## src/rtl/mem_arbiter_if.sv

```systemverilog
// Bus bundle for mem_arbiter: the core's packed two-channel request side plus the
// single memory-controller port. slave = arbiter view, master = core/memory view.
interface mem_arbiter_if #(
   parameter int ADDR_W = 32,
   parameter int DATA_W = 32
);
   logic [3:0]          rw_flag;
   logic [2*ADDR_W-1:0] addr;
   logic [2*DATA_W-1:0] write_data;
   logic [7:0]          write_mask;
   logic [2*DATA_W-1:0] read_data;
   logic [1:0]          busy;
   logic [1:0]          done;

   logic [1:0]          mem_rw_flag;
   logic [ADDR_W-1:0]   mem_addr;
   logic [DATA_W-1:0]   mem_write_data;
   logic [3:0]          mem_write_mask;
   logic [DATA_W-1:0]   mem_read_data;
   logic                mem_busy;
   logic                mem_done;

   modport slave (
      input  rw_flag, addr, write_data, write_mask,
      input  mem_read_data, mem_busy, mem_done,
      output read_data, busy, done,
      output mem_rw_flag, mem_addr, mem_write_data, mem_write_mask
   );

   modport master (
      output rw_flag, addr, write_data, write_mask,
      output mem_read_data, mem_busy, mem_done,
      input  read_data, busy, done,
      input  mem_rw_flag, mem_addr, mem_write_data, mem_write_mask
   );
endinterface

```

## src/rtl/mem_arbiter.sv

```systemverilog
// Two-channel (ch0 DCACHE, ch1 ICACHE) to single memory port arbiter, one transaction
// at a time. Define MEM_ARB_DPRIO_EN for fixed ch0 priority instead of round-robin.
module mem_arbiter #(
   parameter int ADDR_W = 32,
   parameter int DATA_W = 32
) (
   input logic          CLK,
   input logic          RST,
   mem_arbiter_if.slave bus
);

   typedef enum logic [1:0] {
      ST_IDLE,
      ST_ISSUE,
      ST_WAIT
   } state_t;

   state_t state;
   logic   last_grant;
   logic   grant;
   logic   is_read;

   logic [1:0]        cand;
   logic              pick;
   logic [1:0]        raw_flag;
   logic [1:0]        pick_flag;
   logic [ADDR_W-1:0] pick_addr;
   logic [DATA_W-1:0] pick_data;
   logic [3:0]        pick_mask;

   // NOTE: every signal gets a default at the top so no path through the block leaves it unassigned (no latch).
   always_comb begin
      pick      = 1'b0;
      cand[0]   = (bus.rw_flag[1:0] != 2'b00) && !bus.done[0];
      cand[1]   = (bus.rw_flag[3:2] != 2'b00) && !bus.done[1];
      case (cand)
         2'b01:   pick = 1'b0;
         2'b10:   pick = 1'b1;
`ifdef MEM_ARB_DPRIO_EN
         2'b11:   pick = 1'b0;
`else
         2'b11:   pick = ~last_grant;
`endif
         default: pick = 1'b0;
      endcase

      raw_flag  = pick ? bus.rw_flag[3:2] : bus.rw_flag[1:0];
      // Read+write together is served as a plain write.
      pick_flag = raw_flag[1] ? 2'b10 : raw_flag;
      pick_addr = pick ? bus.addr[2*ADDR_W-1:ADDR_W]       : bus.addr[ADDR_W-1:0];
      pick_data = pick ? bus.write_data[2*DATA_W-1:DATA_W] : bus.write_data[DATA_W-1:0];
      pick_mask = pick ? bus.write_mask[7:4]               : bus.write_mask[3:0];
   end

   // NOTE: non-blocking assignments only, so every register samples pre-edge values.
   always_ff @(posedge CLK or negedge RST) begin
      if (!RST) begin
         state              <= ST_IDLE;
         last_grant         <= 1'b1;
         grant              <= 1'b0;
         is_read            <= 1'b0;
         bus.mem_rw_flag    <= '0;
         bus.mem_addr       <= '0;
         bus.mem_write_data <= '0;
         bus.mem_write_mask <= '0;
         bus.busy           <= '0;
         bus.done           <= '0;
         bus.read_data      <= '0;
      end else begin
         bus.done <= '0;
         case (state)
            ST_IDLE: begin
               if (cand != 2'b00) begin
                  grant              <= pick;
                  last_grant         <= pick;
                  is_read            <= (pick_flag == 2'b01);
                  bus.mem_rw_flag    <= pick_flag;
                  bus.mem_addr       <= pick_addr;
                  bus.mem_write_data <= pick_data;
                  bus.mem_write_mask <= pick_mask;
                  bus.busy           <= 2'b11;
                  state              <= ST_ISSUE;
               end
            end

            ST_ISSUE: begin
               // Address, data and mask stay put after acceptance; only the strobe drops.
               if (!bus.mem_busy) begin
                  bus.mem_rw_flag <= '0;
                  state           <= ST_WAIT;
               end
            end

            ST_WAIT: begin
               if (bus.mem_done) begin
                  if (is_read) begin
                     if (grant) bus.read_data[2*DATA_W-1:DATA_W] <= bus.mem_read_data;
                     else       bus.read_data[DATA_W-1:0]        <= bus.mem_read_data;
                  end
                  bus.done <= grant ? 2'b10 : 2'b01;
                  bus.busy <= '0;
                  state    <= ST_IDLE;
               end
            end

            default: state <= ST_IDLE;
         endcase
      end
   end

endmodule

```

## src/flat_wrapper.sv

```systemverilog
// flat-port wrapper written by rule: the top's interface ports become plain ports
module mem_arbiter_flat 
#(
   parameter int ADDR_W = 32,
   parameter int DATA_W = 32
)
  (CLK, RST, bus_rw_flag, bus_addr, bus_write_data, bus_write_mask, bus_mem_read_data, bus_mem_busy, bus_mem_done, bus_read_data, bus_busy, bus_done, bus_mem_rw_flag, bus_mem_addr, bus_mem_write_data, bus_mem_write_mask);
  mem_arbiter_if #(.ADDR_W(ADDR_W), .DATA_W(DATA_W)) bus_i ();
  input logic CLK;
  input logic RST;
  input wire logic [$bits(bus_i.rw_flag)-1:0] bus_rw_flag;
  input wire logic [$bits(bus_i.addr)-1:0] bus_addr;
  input wire logic [$bits(bus_i.write_data)-1:0] bus_write_data;
  input wire logic [$bits(bus_i.write_mask)-1:0] bus_write_mask;
  input wire logic [$bits(bus_i.mem_read_data)-1:0] bus_mem_read_data;
  input wire logic [$bits(bus_i.mem_busy)-1:0] bus_mem_busy;
  input wire logic [$bits(bus_i.mem_done)-1:0] bus_mem_done;
  output wire logic [$bits(bus_i.read_data)-1:0] bus_read_data;
  output wire logic [$bits(bus_i.busy)-1:0] bus_busy;
  output wire logic [$bits(bus_i.done)-1:0] bus_done;
  output wire logic [$bits(bus_i.mem_rw_flag)-1:0] bus_mem_rw_flag;
  output wire logic [$bits(bus_i.mem_addr)-1:0] bus_mem_addr;
  output wire logic [$bits(bus_i.mem_write_data)-1:0] bus_mem_write_data;
  output wire logic [$bits(bus_i.mem_write_mask)-1:0] bus_mem_write_mask;
  assign bus_i.rw_flag = bus_rw_flag;
  assign bus_i.addr = bus_addr;
  assign bus_i.write_data = bus_write_data;
  assign bus_i.write_mask = bus_write_mask;
  assign bus_i.mem_read_data = bus_mem_read_data;
  assign bus_i.mem_busy = bus_mem_busy;
  assign bus_i.mem_done = bus_mem_done;
  assign bus_read_data = bus_i.read_data;
  assign bus_busy = bus_i.busy;
  assign bus_done = bus_i.done;
  assign bus_mem_rw_flag = bus_i.mem_rw_flag;
  assign bus_mem_addr = bus_i.mem_addr;
  assign bus_mem_write_data = bus_i.mem_write_data;
  assign bus_mem_write_mask = bus_i.mem_write_mask;
  mem_arbiter #(.ADDR_W(ADDR_W), .DATA_W(DATA_W)) u_core (.CLK(CLK), .RST(RST), .bus(bus_i));
endmodule
```

## config.mk

```make
export PLATFORM = sky130hd
export DESIGN_NAME = mem_arbiter_flat
export DESIGN_NICKNAME = d
export VERILOG_FILES = /design/src/rtl/mem_arbiter_if.sv /design/src/rtl/mem_arbiter.sv /design/src/flat_wrapper.sv
export SDC_FILE = /design/constraint.sdc
export NUM_CORES = 1
export LEC_CHECK = 0
export ABC_AREA = 1
export BUFFER_PORTS_ARGS = -buffer_cell sky130_fd_sc_hd__buf_2
export CORE_ASPECT_RATIO = 0.6
export CORE_UTILIZATION = 48
export DETAILED_ROUTE_END_ITERATION = 16
export PLACE_DENSITY_LB_ADDON = 0.12
export SYNTH_ARGS = -nofsm -noshare
export SYNTH_HDL_FRONTEND = slang
export SYNTH_SLANG_ARGS = --single-unit
```

## constraint.sdc

```tcl
create_clock -name CLK -period 1.44 [get_ports CLK]
set_input_delay 0.288 -clock CLK [delete_from_list [all_inputs] [get_ports CLK]]
set_output_delay 0.288 -clock CLK [all_outputs]
set_load 0.02 [all_outputs]
```

==> reports/results.txt, run 1 <==
Top post-synthesis cells by area: dfrtp_1, nand2_1, inv_1
Hold WS: 92.1 ps
Hold Path Stages: 3
Worst r2r path cells: 7
CP Capture Type: flop
Final min period: 1390 ps
#FFs+latches synth: 142
Pwr Density: 2300 nW/um^2
Worst hold-check path type: in -> reg
Outcome: finished clean
Buffers on Ports: 313
CP Cell Sequence: inv_2 -> nand3_4 -> nor3_4 -> buf_12 -> clkbuf_16 -> nand2_1 -> o21ai_2
Area of the multi-input gates: 2360 um^2
Post-synth top area cell: dfrtp_1
Yosys top cell area share: 50.9%
Largest net degree at the start of global routing: 65
Syn. warnings: 0
Register area share after synthesis: 51.3%
RD Place Congestion: 0.813
Post-Syn Area per Cell: 7.63 um^2
Ports: 314
Vias in the first global route: 6346
Final nets: 1406
Remaining Overflow, GRT: 0
Fraction of layout cells with a size suffix above 1: 33.9%
Wire per inst: 14.1 um
CTS tree: built
Worst Path Arrival: 1740 ps
Setup Viol. Count Final: 0
Die height: 95.1 um
Total global-route track usage: 27.2%
Register area: 3550 um^2
Final Hold Fails: 0
First-pass GRT wire length: 31.1 mm
Clock skew: 12.4 ps
Leakage: 0.00573 uW
Stages on worst setup path: 7
Setup Crit Path Kind: reg -> reg
Die area: 14900 um^2
Slew at the pin with the worst max-slew slack: 361 ps
Startpoint types: flop
Post-route ant nets: 0
Fill cells: 1222
Crit-path leading delay family: buffers and inverters
Placeable Area: 13900 um^2
Clk sinks: 142
Synthesized area: 6930 um^2
Die W: 157 um
Antenna diodes: 0
CP max-delay cell: dfrtp_1
Initial antenna violation count: 0
DRC Markers: 0
Area Overhead vs Synth: 39.6%
Worst endpoint required time: 1790 ps
Vias after detailed routing: 6750
Clk Tree Root Cell: clkbuf_16
Setup TNS: 0 ps
Maximum VDD drop: 0.000982 V
Initial Utilization: 50.0%
Bufs and invs on worst path: 3
Final Max Slew Viols: 0
Post-Route WL: 20.2 mm
Relative slew slack: 75.9%
Placed Instance Area: 8870 um^2
Dpl hpwl: 14.1 mm
# rows: 33
Clock Tree Buf Depth: 2
Critical path's largest stage delay: 380 ps
Synthesized Nets: 1084
DRT iter0 DRCs: 432
Finished layout cell area: 9680 um^2
Crit Path Max Fanout: 14
First drt pass iteration count: 5
Final period util: 96.7%
Worst-Skew Late Latency: 410 ps
Post-Syn Instances: 908
Max Cap Viol: 0
Num CTS Buffers: 17
Vias/cell: 4.70
Distinct cells, synth: 22
Max Clk Rate: 718 MHz
H-tree level count: 4
Clock slew at reported path FFs: 60 ps
flip-flops by register name, indices dropped and copies added (netlist names):
signal	flops
u_core.bus.read_data	64
u_core.bus.mem_addr	32
u_core.bus.mem_write_data	32
u_core.bus.mem_write_mask	4
u_core.bus.done	2
u_core.bus.mem_rw_flag	2
u_core.state	2
u_core.bus.busy	1
u_core.grant	1
u_core.is_read	1
u_core.last_grant	1
cell type report:
class / count / share of cell area, %
flip-flops and latches: 142 / 36.7
multi-input cells: 507 / 24.4
repair buffers: 352 / 22.2
inverters: 210 / 8.14
clock buffers: 20 / 4.61
well taps: 192 / 2.48
clock inverters: 12 / 1.41
cells by family after synthesis:
| kind of cell | synth area share, % |
|---|---|
| AO/OA/AOI/OAI | 6.55 |
| AND/OR/NAND/NOR | 26.9 |
| flip-flops | 51.3 |
| buffers and inverters | 15.2 |
synthesized netlist by cell type:
library cell and instances:
inv_1 208, o21ai_2 28, nor2_2 1, nand3_2 2
dfrtp_1 141, o21ai_1 3, buf_4 1, inv_2 2
o21bai_1 1, o21ai_0 34, nand2_1 287, nor3_4 2
clkbuf_1 13, buf_6 6, a21oi_2 1, dfstp_2 1
o31ai_1 1, buf_2 25, buf_1 1, clkbuf_2 3
nand3_1 143, nor2_1 4
layer usage:
layer,wire length (um),GRT usage (%),up-vias
li1,-,-,3367
met1,8980,36.0,3117
met2,9440,43.8,243
met3,1510,7.73,23
met4,291,7.85,0
met5,0,0,-
worst paths after layout:
kind | start | endpoint | slack, ps
setup reg to reg | u_core.state[0]$_DFFE_PN0P_ | u_core.bus.read_data[55]$_DFFE_PN0P_ | 50
setup / recovery | u_core.state[0]$_DFFE_PN0P_ | u_core.bus.read_data[55]$_DFFE_PN0P_ | 50
min in group asynchronous | RST | u_core.bus.mem_write_mask[0]$_DFFE_PN0P_ | 350
hold / removal | bus_mem_read_data[29] | u_core.bus.read_data[61]$_DFFE_PN0P_ | 90
hold reg to reg | u_core.bus.mem_write_data[14]$_DFFE_PN0P_ | u_core.bus.mem_write_data[14]$_DFFE_PN0P_ | 470
max in group asynchronous | RST | u_core.last_grant$_DFFE_PN1P_ | 520
per-stage QoR:
stage                     total power (uW)  setup WS (ps)  std cells  utilization, %
after floorplan                      13600           90.4        908               -
after global placement               17400           37.9       1391            64.0
after detailed placement             17600           8.48       1391            64.0
after CTS                            22000          0.218       1424            68.2
after global routing                 23800          -4.51       1435            69.8
final                                22300           48.0       1435            69.8
cell usage in the layout (no fill, tap or decap), drive strengths merged, types with 2 or more instances in the layout:
master / n
nand2: 287
inv: 212
o21ai: 65
nor2: 5
nand3: 145
clkinv: 2
clkinvlp: 6
dfrtp: 141
buf: 347
clkbuf: 24
nor3: 2
bufinv: 2
power by group:
part	leakage (uW)	switching [uW]	internal (uW)
Sequential	0.00165	1100	6020
Combinational	0.00382	6920	3850
Clock	0.000265	1760	2610
Total	0.00573	9780	12500
worst register-to-register path, delay by kind of cell (launching register included):
| kind | cells | cell delay (ps) |
|---|---|---|
| AND/OR/NAND/NOR | 3 | 420 |
| AO/OA/AOI/OAI | 1 | 50 |
| flip-flops | 1 | 380 |
| buffers and inverters | 3 | 480 |
timing repair:
action                                  in CTS  in global routing
buffers inserted                             0                  6
gates resized for setup                      0                  8
hold buffers                                 1                  0
endpoints found under the setup margin       0                 94
endpoints found under the hold margin       29                  0
Note: power is estimated with default switching activity, not from simulation.
==> inputs of run 2 (changes only) <==
--- a/config.mk
+++ b/config.mk
@@ -5,10 +5,9 @@
 export SDC_FILE = /design/constraint.sdc
 export NUM_CORES = 1
 export LEC_CHECK = 0
-export ABC_AREA = 1
 export BUFFER_PORTS_ARGS = -buffer_cell sky130_fd_sc_hd__buf_2
 export CORE_ASPECT_RATIO = 0.6
-export CORE_UTILIZATION = 48
+export CORE_UTILIZATION = 45
 export DETAILED_ROUTE_END_ITERATION = 16
 export PLACE_DENSITY_LB_ADDON = 0.12
 export SYNTH_ARGS = -nofsm -noshare
==> reports/results.txt, run 2 <==
Outcome: finished with violations
Failing checks: negative setup slack
Antenna diodes: 0 (unchanged)
Commonest cells after routing, fill and taps aside: buf_2, dfrtp_1, mux2_2
Post-synthesis compound-gate area fraction: 6.97% (+0.42 points)
Clock skew: 12.0 ps (-0.368 ps)
Remaining Overflow, GRT: 0 (unchanged)
Switching Power: 9340 uW (-4.5%)
Clock slew at reported path FFs: 60 ps (about the same)
Synthesized area: 6010 um^2 (-13%)
Top_reg_cell synth: dfrtp_1
Fraction of layout cells with a size suffix above 1: 65.1% (+31 points)
Ports: 314 (unchanged)
Yosys top cell area share: 58.7% (+7.8 points)
Syn. warnings: 0 (unchanged)
Final Hold Fails: 0 (unchanged)
Clk sinks: 142 (unchanged)
Most common cell in the synthesized netlist: dfrtp_1
Final min period: 1630 ps (+243 ps)
Setup Crit Path Kind: reg -> reg
Fill cells: 883 (-28%)
Largest net degree at the start of global routing: 67 (+3.1%)
Net Sw Frac: 40.2% (-3.7 points)
Hold EP: u_core.state[1]$_DFFE_PN0P_
Hold Path Stages: 2 (-1)
Final worst setup slack: -195 ps (-243 ps)
Crit Path Max Fanout: 7 (-7)
Combinational power share: 49.8% (+1.4 points)
Core Util, Final: 73.7% (+4.0 points)
RD Place Congestion: 0.810 (-0.45%)
Vias after detailed routing: 5154 (-24%)
# rows: 32 (-3.0%)
Distinct cells, synth: 26 (+18%)
Setup Viol. Count Final: 129 (+129)
Area Overhead vs Synth: 58.6%
Dpl hpwl: 12.2 mm (-13%)
Clock share of power: 19.5% (about the same)
Post-route ant nets: 0 (unchanged)
H-tree level count: 4 (unchanged)
FF-to-FF End: u_core.last_grant$_DFFE_PN1P_
First-pass GRT wire length: 25.7 mm (-17%)
Worst-Skew Late Latency: 420 ps (about the same)
Pwr Density: 2440 nW/um^2 (+5.9%)
R2r startpoint: u_core.bus.done[1]$_DFF_PN0_
Area of the multi-input gates: 2570 um^2 (+8.5%)
Startpoint of the worst hold path: bus_mem_done
Synth cell count leaders: dfrtp_1, o21ai_0, nand2_1
Async set-or-reset flop fraction in the synthesized netlist: 100% (unchanged)
Relative slew slack: 82.5% (+6.6 points)
Die W: 151 um (-3.8%)
Post-Syn Instances: 471 (-48%)
Placeable Area: 12900 um^2 (-6.8%)
First drt pass iteration count: 5 (unchanged)
Top post-synthesis cells by area: dfrtp_1, mux2_2, mux2i_1
Hold WS: 102 ps (+10.2 ps)
Initial Utilization: 46.5% (-3.5 points)
Register area share after synthesis: 59.1% (+7.9 points)
Leakage: 0.00513 uW (-11%)
CP Capture Type: flop
Startpoint types: flop
Clk Tree Root Cell: clkbuf_16
Wire per inst: 18.3 um (+30%)
Synth Area in Adders: 0% (unchanged)
Post-Route WL: 18.7 mm (-7.3%)
Worst hold-check path type: in -> reg
Slew at the pin with the worst max-slew slack: 258 ps (-104 ps)
Final Max Slew Viols: 0 (unchanged)
DRT iter0 DRCs: 181 (-58%)
Worst Path Arrival: 1970 ps (+230 ps)
Regs by FF count: u_core.bus.read_data: 64 flops, u_core.bus.mem_addr: 32 flops, u_core.bus.mem_write_data: 32 flops
Post-synth top area cell: dfrtp_1
P_int: 13900 uW (+11%)
Max reg flops: 64 (unchanged)
Synth Area in XOR/XNOR: 0% (unchanged)
Synthesized Nets: 647 (-40%)
Placed Instance Area: 7980 um^2 (-10%)
Vias in the first global route: 5095 (-20%)
Buffers on Ports: 313 (unchanged)
Total global-route track usage: 24.5% (-2.6 points)
Post-Syn Area per Cell: 12.8 um^2 (+67%)
Register area: 3560 um^2 (about the same)
Max Clk Rate: 612 MHz (-15%)
CTS tree: built
Seq pwr share: 30.7% (-1.3 points)
Finished layout cell area: 9530 um^2 (-1.5%)
RSZ-0062 raised after global routing: yes
Final period util: 114% (+17 points)
#FFs+latches synth: 142 (unchanged)
Vias/cell: 5.03 (+7.0%)
Commonest non-fill, non-tap cell in the layout: buf_2
Post-synthesis simple-gate area fraction: 5.62% (-21 points)
Max Cap Viol: 0 (unchanged)
Maximum VDD drop: 0.00117 V (+20%)
Number of flops mapped to enable cells by yosys: 0 (unchanged)
Largest Register: u_core.bus.read_data
Initial antenna violation count: 0 (unchanged)
Num CTS Buffers: 17 (unchanged)
Clock Tree Buf Depth: 2 (unchanged)
Worst r2r path cells: 5 (-2)
Mux contribution to synthesized area: 24.1% (+24 points)
Final nets: 1017 (-28%)
Largest family of logic cells by synthesized area: multiplexers
R2R Setup Slk: -190 ps (-240 ps)
Die height: 91.5 um (-3.7%)
Die area: 13800 um^2 (-7.4%)
Worst endpoint required time: 1770 ps (-20 ps)
DRC Markers: 0 (unchanged)
-- run 2: final cells by class --
type,instances,share of cell area (%)
Tap cell,170,2.23
Timing Repair Buffer,379,27.0
Sequential cell,142,37.3
Clock inverter,14,1.89
Inverter,3,0.118
Clock buffer,18,4.50
Multi-Input combinational cell,298,26.9
-- run 2: kinds of logic (layout without fill, tap and decap cells) --
family | Yosys count | in the layout
and+or+nand+nor | 82 | 82
DFF | 142 | 142
AOI/OAI and AO/OA | 78 | 80
buffers and inverters | 33 | 414
muxes | 136 | 136
-- run 2: power by group through the flow --
stage               logic (uW)  clock network, uW  registers (uW)
floorplan                 3480                  0            9170
global placement          8950                  0            6850
detailed placement        9170                  0            6940
CTS                       9370               4570            6940
global route             12300               4770            7340
finish                   11600               4530            7130
-- run 2: per-layer routing --
layer,global-route usage [%],up-vias,wire length (um)
li1,-,2408,-
met3,6.73,15,1220
met4,7.17,0,170
met2,42.7,202,9620
met5,0,-,0
met1,29.4,2529,7730
-- run 2: worst max-delay path: stages, from the launching register on --
cell	delay, ps
dfrtp_2	400
o21bai_4	180
buf_6	130
a211o_4	420
buf_12	170
mux2_2	260
-- run 2: metrics by stage --
step	instances	worst slack [ps]	total power [uW]	setup TNS, ps
5_1_grt	1024	-240	24400	-20670
2_1_floorplan	471	-203	12600	-8070
4_1_cts	1004	-192	20900	-17490
6_report	1024	-195	23200	-14400
3_3_place_gp	962	-212	15800	-11730
3_5_place_dp	962	-219	16100	-15940
-- run 2: worst max-delay path by stage --
stage | from | end | slack [ps] | cells after the start
after floorplan | u_core.bus.done[1]$_DFF_PN0_ | u_core.bus.mem_rw_flag[1]$_DFFE_PN0P_ | -200 | 5
after global placement | u_core.bus.done[1]$_DFF_PN0_ | u_core.bus.mem_addr[26]$_DFFE_PN0P_ | -210 | 5
after detailed placement | u_core.bus.done[1]$_DFF_PN0_ | u_core.bus.mem_addr[17]$_DFFE_PN0P_ | -220 | 6
after CTS | u_core.bus.done[1]$_DFF_PN0_ | u_core.bus.mem_addr[17]$_DFFE_PN0P_ | -190 | 6
after global routing | u_core.bus.done[1]$_DFF_PN0_ | u_core.last_grant$_DFFE_PN1P_ | -240 | 5
final | u_core.bus.done[1]$_DFF_PN0_ | u_core.last_grant$_DFFE_PN1P_ | -190 | 5
-- run 2: repair_timing --
action                                  4_1_cts  5_1_grt
hold buffers                                  1        0
buffers inserted                              6        4
endpoints found under the hold margin        21        0
endpoints found under the setup margin      136      137
resized for setup                            20      149
pin swaps                                     4       22
cloned                                        3       17
==> inputs of run 3 (changes only) <==
--- a/config.mk
+++ b/config.mk
@@ -7,6 +7,7 @@
 export LEC_CHECK = 0
 export BUFFER_PORTS_ARGS = -buffer_cell sky130_fd_sc_hd__buf_2
 export CORE_ASPECT_RATIO = 0.6
+export CORE_MARGIN = 1.5
 export CORE_UTILIZATION = 45
 export DETAILED_ROUTE_END_ITERATION = 16
 export PLACE_DENSITY_LB_ADDON = 0.12
==> constraint.sdc (replaced) <==
create_clock -name CLK -period 1.44 [get_ports CLK]
set_input_delay 0.288 -clock CLK [delete_from_list [all_inputs] [get_ports CLK]]
set_output_delay 0.288 -clock CLK [all_outputs]
set_load 0.005 [all_outputs]
==> reports/results.txt, run 3 (synthesis results as in run 2) <==
RSZ-0062 raised after global routing: yes
Max Cap Viol: 0 (unchanged)
Non-filler cells, final: 998 (-2.5%)
P_int: 13000 uW (-6.5%)
Final period util: 111% (-2.9 points)
Routed wl met3: 1.24 mm (+1.3%)
Largest net degree at the start of global routing: 54 (-19%)
H-tree level count: 4 (unchanged)
Setup Crit Path Kind: reg -> reg
R2R Setup Slk: -150 ps (+40 ps)
Clock slew at reported path FFs: 60 ps (about the same)
CTS tree: built
CP max-delay cell: dfrtp_1
DR WL met2: 9.03 mm (-6.1%)
Worst hold-check path type: in -> reg
Max layer used: met4
Die area: 14100 um^2 (+1.8%)
Seq pwr share: 36.0% (+5.3 points)
Final Max Slew Viols: 0 (unchanged)
Wire per inst: 17.7 um (-3.3%)
Finished layout cell area: 9010 um^2 (-5.5%)
Worst endpoint required time: 1730 ps (-40 ps)
DRT iter0 DRCs: 172 (-5.0%)
Total global-route track usage: 24.1% (-0.48 points)
WL met1: 7.03 mm (-9.1%)
Fill cells: 973 (+10%)
Outcome: finished with violations
Leakage: 0.00488 uW (-4.9%)
Placed insts: 943 (-2.0%)
Maximum VDD drop: 0.00113 V (-3.9%)
Vias in the first global route: 5098 (+0.059%)
Post-Route WL: 17.7 mm (-5.8%)
Register area: 3560 um^2 (unchanged)
Switching Power: 6400 uW (-31%)
Worst-Skew Late Latency: 410 ps (about the same)
RD Place Congestion: 0.844 (+4.2%)
Remaining Overflow, GRT: 0 (unchanged)
Failing checks: negative setup slack
Commonest cells after routing, fill and taps aside: buf_2, dfrtp_1, nand2_1
Worst Path Arrival: 1880 ps (-90 ps)
First drt pass iteration count: 4 (-1)
Antenna diodes: 0 (unchanged)
Startpoint types: flop
Final min period: 1590 ps (-42.1 ps)
Commonest non-fill, non-tap cell in the layout: buf_2
Final worst setup slack: -153 ps (+42.1 ps)
Startpoint of the worst hold path: bus_mem_read_data[26]
CP Capture Type: flop
Clock Tree Buf Depth: 2 (unchanged)
FF-to-FF End: u_core.bus.mem_addr[15]$_DFFE_PN0P_
First-pass GRT wire length: 26.1 mm (+1.5%)
Clock share of power: 23.1% (+3.6 points)
Vias/cell: 4.89 (-2.8%)
Initial Utilization: 46.5% (unchanged)
Post-route ant nets: 0 (unchanged)
Max Clk Rate: 628 MHz (+2.6%)
# rows: 32 (unchanged)
Ports: 314 (unchanged)
Die height: 92.5 um (+1.1%)
Area of the multi-input gates: 2340 um^2 (-8.8%)
Hold Path Stages: 2 (unchanged)
Worst r2r path cells: 6 (+1)
Max reg flops: 64 (unchanged)
Die W: 152 um (+0.66%)
Regs by FF count: u_core.bus.read_data: 64 flops, u_core.bus.mem_addr: 32 flops, u_core.bus.mem_write_data: 32 flops
Combinational power share: 41.0% (-8.8 points)
Clock skew: 12.3 ps (+0.343 ps)
Initial antenna violation count: 0 (unchanged)
Critical path's largest stage delay: 370 ps (-50 ps)
Final nets: 992 (-2.5%)
Fraction of layout cells with a size suffix above 1: 57.5% (-7.6 points)
Buffers on Ports: 313 (unchanged)
Slew at the pin with the worst max-slew slack: 298 ps (+40.1 ps)
Setup Viol. Count Final: 131 (+1.6%)
Hold WS: 108 ps (+5.41 ps)
Clk Tree Root Cell: clkbuf_16
Clk sinks: 142 (unchanged)
Net Sw Frac: 33.0% (-7.2 points)
Hold EP: u_core.bus.read_data[58]$_DFFE_PN0P_
Relative slew slack: 80.2% (-2.3 points)
Area Overhead vs Synth: 49.9%
DRC Markers: 0 (unchanged)
Num CTS Buffers: 17 (unchanged)
Dpl hpwl: 12.5 mm (+1.7%)
CP Cell Sequence: o21bai_4 -> o21ba_4 -> buf_12 -> clkbuf_16 -> mux2i_1 -> o21ai_1
Setup TNS: -10000 ps (+4400 ps)
Placed Instance Area: 7870 um^2 (-1.3%)
Placeable Area: 12900 um^2 (unchanged)
Vias after detailed routing: 4882 (-5.3%)
Largest Register: u_core.bus.read_data
Pwr Density: 2150 nW/um^2 (-12%)
R2r startpoint: u_core.bus.done[1]$_DFF_PN0_
Final Hold Fails: 0 (unchanged)
Crit Path Max Fanout: 8 (+1)
-- run 3: worst max-delay path by stage --
stage,start,to,cells after the start
floorplan,u_core.bus.done[1]$_DFF_PN0_,u_core.bus.mem_rw_flag[1]$_DFFE_PN0P_,5
global placement,u_core.bus.done[1]$_DFF_PN0_,u_core.bus.mem_write_data[30]$_DFFE_PN0P_,5
detailed placement,u_core.bus.done[1]$_DFF_PN0_,u_core.bus.mem_addr[0]$_DFFE_PN0P_,5
CTS,u_core.bus.done[1]$_DFF_PN0_,u_core.bus.mem_write_data[16]$_DFFE_PN0P_,5
global route,u_core.bus.done[1]$_DFF_PN0_,u_core.bus.mem_write_mask[1]$_DFFE_PN0P_,6
finish,u_core.bus.done[1]$_DFF_PN0_,u_core.bus.mem_addr[15]$_DFFE_PN0P_,6
-- run 3: cell type report --
| class | count | share of cell area (%) |
|---|---|---|
| Clock buffer | 18 | 4.87 |
| Tap cell | 170 | 2.36 |
| Sequential cell | 142 | 39.5 |
| Multi-Input combinational cell | 297 | 26.0 |
| Inverter | 3 | 0.125 |
| Timing Repair Buffer | 355 | 25.4 |
| Clock inverter | 13 | 1.81 |
-- run 3: worst max-delay path: cells and delay by family, from the launching register on --
family / cells / cell delay (ps)
AOI/OAI and AO/OA: 3 / 560
buffers and inverters: 2 / 340
DFF: 1 / 370
muxes: 1 / 200
-- run 3: routing by layer --
layer	GRT usage, %	vias to the layer above
met3	6.88	27
li1	-	2327
met4	8.58	0
met2	42.8	190
met1	28.0	2338
met5	0	-
-- run 3: power groups by stage --
stage               registers, uW  clock network [uW]  logic (uW)
global route                 7190                4720        8670
global placement             6840                   0        6620
detailed placement           6950                   0        6830
floorplan                    7070                   0        3450
finish                       6970                4470        7940
CTS                          6940                4540        7150
-- run 3: stage by stage --
stage	util (%)	power, uW	worst slack (ps)
2_1_floorplan	-	10500	-129
4_1_cts	67.3	18600	-142
3_3_place_gp	60.9	13500	-105
3_5_place_dp	60.9	13800	-156
6_report	69.7	19400	-153
5_1_grt	69.7	20600	-216
-- run 3: timing repair --
| action | CTS | global route |
|---|---|---|
| resized for setup | 53 | 51 |
| cloned | 3 | 9 |
| setup buffers | 7 | 5 |
| endpoints found under the hold margin | 141 | 0 |
| endpoints found under the setup margin | 93 | 136 |
| pin swaps | 2 | 5 |
| hold buffers | 1 | 0 |
